### config.mk
export PLATFORM = sky130hd
export DESIGN_NAME = shift_rotate_unit
export DESIGN_NICKNAME = d
export VERILOG_FILES = /design/src/rtl/shift_rotate_pkg.sv /design/src/rtl/shift_step.sv /design/src/rtl/shift_rotate_unit.sv
export SDC_FILE = /design/constraint.sdc
export NUM_CORES = 1
export LEC_CHECK = 0
export BUFFER_PORTS_ARGS = -buffer_cell sky130_fd_sc_hd__buf_2
export CORE_ASPECT_RATIO = 1.75
export CORE_MARGIN = 5
export CORE_UTILIZATION = 55
export CTS_BUF_LIST = sky130_fd_sc_hd__clkbuf_4 sky130_fd_sc_hd__clkbuf_8
export DETAILED_ROUTE_END_ITERATION = 8
export PLACE_DENSITY = 0.81
export SETUP_SLACK_MARGIN = 0.1
export SYNTH_ARGS = -nofsm -noshare
export SYNTH_HDL_FRONTEND = slang
export SYNTH_HIERARCHICAL = 1
export SYNTH_SLANG_ARGS = --single-unit
### constraint.sdc
create_clock -name clock -period 5.2 [get_ports clock]
set_clock_uncertainty 0.1 [all_clocks]
set_input_delay 0.26 -clock clock [delete_from_list [all_inputs] [get_ports clock]]
set_output_delay 0.26 -clock clock [all_outputs]
set_load 0.03 [all_outputs]
### src/rtl/shift_rotate_pkg.sv
// Shared types for the shift/rotate register: operation codes and controller states.
package shift_rotate_pkg;

  typedef enum logic [2:0] {
    OP_LOAD    = 3'd0,
    OP_SLL     = 3'd1,
    OP_SRL     = 3'd2,
    OP_SRA     = 3'd3,
    OP_ROL     = 3'd4,
    OP_ROR     = 3'd5,
    OP_SHL_SER = 3'd6,
    OP_SHR_SER = 3'd7
  } shift_op_e;

  typedef enum logic [1:0] {
    ST_IDLE  = 2'd0,
    ST_SHIFT = 2'd1,
    ST_DONE  = 2'd2
  } sru_state_e;

endpackage

### src/rtl/shift_step.sv
// Combinational single-bit step of the shift/rotate register.
// out_bit is the bit that leaves the word on this step.
module shift_step
  import shift_rotate_pkg::*;
#(
  parameter int WIDTH = 8
) (
  input  logic [WIDTH-1:0] q,
  input  shift_op_e        op,
  input  logic             serial_in,
  output logic [WIDTH-1:0] next_q,
  output logic             out_bit
);

  // LOAD never reaches this path while shifting, so it just holds q.
  always_comb begin
    next_q  = q;
    out_bit = 1'b0;
    case (op)
      OP_SLL: begin
        next_q  = {q[WIDTH-2:0], 1'b0};
        out_bit = q[WIDTH-1];
      end
      OP_SRL: begin
        next_q  = {1'b0, q[WIDTH-1:1]};
        out_bit = q[0];
      end
      OP_SRA: begin
        next_q  = {q[WIDTH-1], q[WIDTH-1:1]};
        out_bit = q[0];
      end
      OP_ROL: begin
        next_q  = {q[WIDTH-2:0], q[WIDTH-1]};
        out_bit = q[WIDTH-1];
      end
      OP_ROR: begin
        next_q  = {q[0], q[WIDTH-1:1]};
        out_bit = q[0];
      end
      OP_SHL_SER: begin
        next_q  = {q[WIDTH-2:0], serial_in};
        out_bit = q[WIDTH-1];
      end
      OP_SHR_SER: begin
        next_q  = {serial_in, q[WIDTH-1:1]};
        out_bit = q[0];
      end
      default: begin
        next_q  = q;
        out_bit = 1'b0;
      end
    endcase
  end

endmodule

### src/rtl/shift_rotate_unit.sv
// Multi-cycle shift/rotate register with start/busy/done handshake.
// One bit moves per clock; the step itself lives in shift_step.
module shift_rotate_unit
  import shift_rotate_pkg::*;
#(
  parameter int WIDTH = 8,
  parameter int AMT_W = $clog2(WIDTH + 1)
) (
  input  logic             clock,
  input  logic             resetn,
  input  logic             start,
  input  logic [2:0]       op,
  input  logic [AMT_W-1:0] amount,
  input  logic [WIDTH-1:0] data_in,
  input  logic             serial_in,
  output logic [WIDTH-1:0] q,
  output logic             busy,
  output logic             done,
  output logic             carry_out
);

  sru_state_e       state_q, state_d;
  shift_op_e        op_q, op_d, op_req;
  logic [AMT_W-1:0] cnt_q, cnt_d;
  logic [WIDTH-1:0] q_d;
  logic             carry_d;
  logic [WIDTH-1:0] step_q;
  logic             step_bit;

  assign op_req = shift_op_e'(op);

  // The step uses the latched op so mid-shift op changes have no effect.
  shift_step #(
    .WIDTH(WIDTH)
  ) u_step (
    .q        (q),
    .op       (op_q),
    .serial_in(serial_in),
    .next_q   (step_q),
    .out_bit  (step_bit)
  );

  // Next-state and datapath; a zero amount finishes without entering SHIFT.
  always_comb begin
    state_d = state_q;
    op_d    = op_q;
    cnt_d   = cnt_q;
    q_d     = q;
    carry_d = carry_out;
    case (state_q)
      ST_IDLE, ST_DONE: begin
        if (start) begin
          if (op_req == OP_LOAD) begin
            q_d     = data_in;
            carry_d = 1'b0;
            state_d = ST_DONE;
          end else if (amount == '0) begin
            state_d = ST_DONE;
          end else begin
            op_d    = op_req;
            cnt_d   = amount;
            state_d = ST_SHIFT;
          end
        end else begin
          state_d = ST_IDLE;
        end
      end
      ST_SHIFT: begin
        q_d     = step_q;
        carry_d = step_bit;
        cnt_d   = cnt_q - AMT_W'(1);
        if (cnt_q == AMT_W'(1)) begin
          state_d = ST_DONE;
        end
      end
      default: begin
        state_d = ST_IDLE;
      end
    endcase
  end

  always_ff @(posedge clock or negedge resetn) begin
    if (!resetn) begin
      state_q   <= ST_IDLE;
      op_q      <= OP_LOAD;
      cnt_q     <= '0;
      q         <= '0;
      carry_out <= 1'b0;
    end else begin
      state_q   <= state_d;
      op_q      <= op_d;
      cnt_q     <= cnt_d;
      q         <= q_d;
      carry_out <= carry_d;
    end
  end

  assign busy = (state_q == ST_SHIFT);
  assign done = (state_q == ST_DONE);

endmodule

==> results.toml <==
[status]
outcome = "completed"

[placement]
finalWeightedCongestion = 0.757
placed_cells = 174
detailedPlace.worstSlack_ps = 3050
hpwl_microns = 2140
numPortBuffers = 29

[clock_tree]
clockBufferDepth = 2
cts_setup_buffers = 0
tritoncts = "built"
cts_buffers = 3
cts_root_buf = "clkbuf_8"
path_clk_slew_ps = 70
clock_sinks = 18
clkLatencyLatePin_ps = 250
cts_max_level = 1

[detailed_routing]
met2WireLength_microns = 1610
route.detailed.vias_per_inst = 6.05
drt_pass1_iterations = 6
avgRoutedWirePerCell_microns = 16.1
dr.max_layer_used = "met4"
first_iter_violations = 35
drt_drc_violations_left = 0
route.antenna.remaining_nets = 0
routed-via-count = 1077
wl_met3_microns = 117
finalWirelength_microns = 2860
met1_length_microns = 1090

[synthesis]
synth.yosys.warnings = 6
synth_ff_type = "dfrtp_1"
gate_count_of_the_mapped_netlist = 128
synthDominantCellAreaShare_pct = 32.6
post_synth.cell_area_avg_sq_um = 10.8
synth.top_cells.by_count = "mux2_2, dfrtp_1, mux2i_1"
yosys-top-cells-area = "dfrtp_1, mux2_2, mux2i_1, buf_6, a21oi_1"
post_synth_num_cell_types = 33
yosysTopAreaCell = "dfrtp_1"
cell_with_the_most_instances_after_synthesis = "mux2_2"
synth_seq_area_share_pct = 32.6
netlist_area_sq_um = 1380
synthArstFlopShare_pct = 100
synth_seq_cells = 18
count_of_flip_flops_with_a_built_in_enable_after_synthesis = 0
syn-num-nets = 149

[power_and_ir_drop]
power.density_nw_per_um2 = 751
vdd_ir_drop_max_uv = 350
power.leakage_nw = 0.698
design_power_total_mw = 1.14

[cells_and_area]
insertedDiodeCount = 0
fin_nets = 175
fillers = 227
fin_cells = 178
post_route_cells_drive_above_1_share_pct = 42.1
final_core_utilization_pct = 61.7
area_overhead_of_the_layout_relative_to_synthesis_pct = 10.2

[sta]
totalNegativeSetupSlack_ps = 0
grt_setup_unrepaired = "false"
timing.final.setup_violations = 0
transition_time_at_the_pin_with_the_least_slew_margin_ps = 896
timing.fmax_ghz = 0.467
setup_slack_ps = 3060
final_max_slew_viol_count = 0
slew_headroom_pct = 40.3
fin_crit_sh_pct = 41.2
timing_hold_violations_final = 0
period_minus_ws_final_ps = 2140

[die]
design.core.area_sq_um = 2460
dieWidth_microns = 47.9
die_area_sq_um = 3650
initial_utilization_pct = 56.0
die_height_microns = 76.3
num_io_pins = 30
floorplan_row_count = 24

[min_path]
holdCritPathClass = "input pin to flop"

[worst_setup_path]
crit_path_end_kind = "flop"
crit_path_start_kind = "flop"
worst_path_most_repeated_cell = "mux2_2"
path_cells = "mux2i_1 > o21a_1 > a21oi_2 > mux2_2 > mux2_2"
critical_path_class = "flop to flop"
critPathTopFamily = "flip-flops"
path_buf_inv = 0
worst_path_max_delay_cell = "dfrtp_1"
crit_arrival_ps = 2170
crit_fanout = 21
required_ps = 5230
worst_path_largest_cell_delay_ps = 930

[global_route]
gr-usage-all-layers_pct = 17.6
grt-ovfl-total = 0
grt_antenna_before_repair = 0
grt_start_max_net_pins = 23
wire_length_of_the_first_global_routing_pass_microns = 4920
grt_pass1_vias = 1121

[job]
drv.max_cap_violation_count = 0
-- routing by layer --
layer	track usage, %	vias up
li1	-	525
met1	20.8	524
met2	30.6	24
met3	2.13	4
met4	5.66	0
met5	0	-
-- timing repair --
| item | CTS | global route |
|---|---|---|
| gates resized for setup | 0 | 0 |
| setup endpoints to repair | 0 | 0 |
| hold endpoints to repair | 18 | 0 |
| hold buffers | 1 | 0 |
-- path summary, 6_finish.rpt --
check	from	end	slack [ps]	cells past startpoint
setup / recovery	op_q[0]	q[1]	3060	5
hold / removal	op[2]	op_q[2]	160	2
setup reg to reg	op_q[0]	q[1]	3060	5
hold reg to reg	carry_out	carry_out	450	2
max in group asynchronous	resetn	q[7]	4320	2
min in group asynchronous	resetn	q[3]	380	2
-- where the power goes --
part           leakage (nW)  internal [mW]  switching, mW
sequential            0.214          0.213          0.168
clock                0.0216         0.0513         0.0428
combinational         0.463          0.346          0.320
-- state kept, by name (all words and copies together), names as in the netlist --
| register | flops |
|---|---|
| q | 8 |
| op_q | 3 |
| state_q | 2 |
| carry_out | 1 |
| cnt_q | 4 |
-- cells by family (layout without fill, tap and decap cells) --
kind of cell,count (synthesis),count (layout),share of synthesized area [%]
AOI/OAI and AO/OA,39,39,21.0
adders and majority gates,2,2,1.81
buffers and inverters,14,38,7.80
DFF,18,18,32.6
muxes,36,36,27.9
and+or+nand+nor,19,19,8.79
-- worst reg2reg max path: stages, from the launching register on --
cell and delay [ps]:
dfrtp_1 930, mux2i_1 280, o21a_1 140, a21oi_2 30, mux2_2 280, mux2_2 270
-- area by class of cell --
type	instances	area, sq um	area share [%]
Multi-Input combinational cell	96	822	54.1
Sequential cell	18	450	29.6
Clock buffer	3	41.3	2.72
Timing Repair Buffer	30	155	10.2
Tap cell	26	32.5	2.14
Inverter	5	18.8	1.23
-- metrics by stage --
step / cell area (sq um) / hold slack, ps
global placement: 1470 / 112
CTS: 1520 / 154
detailed placement: 1470 / 121
finish: 1520 / 160
global route: 1520 / 158
floorplan: 1380 / -136
-- layout by cell type, fill, tap and decap left out, types with 2 or more instances in the layout --
cell type  instances
nand2b_1           2
nor2b_1            3
nand3_1            2
inv_1              5
mux2i_1           16
nor2_1             3
clkbuf_8           3
nor3b_1            2
mux2_2            20
buf_2             29
a21oi_2            6
a221oi_1           2
dfrtp_1           18
a221o_1            2
ha_1               2
o21ai_0            4
o21a_1             6
a21oi_1           11
Note: power is estimated with default switching activity, not from simulation.
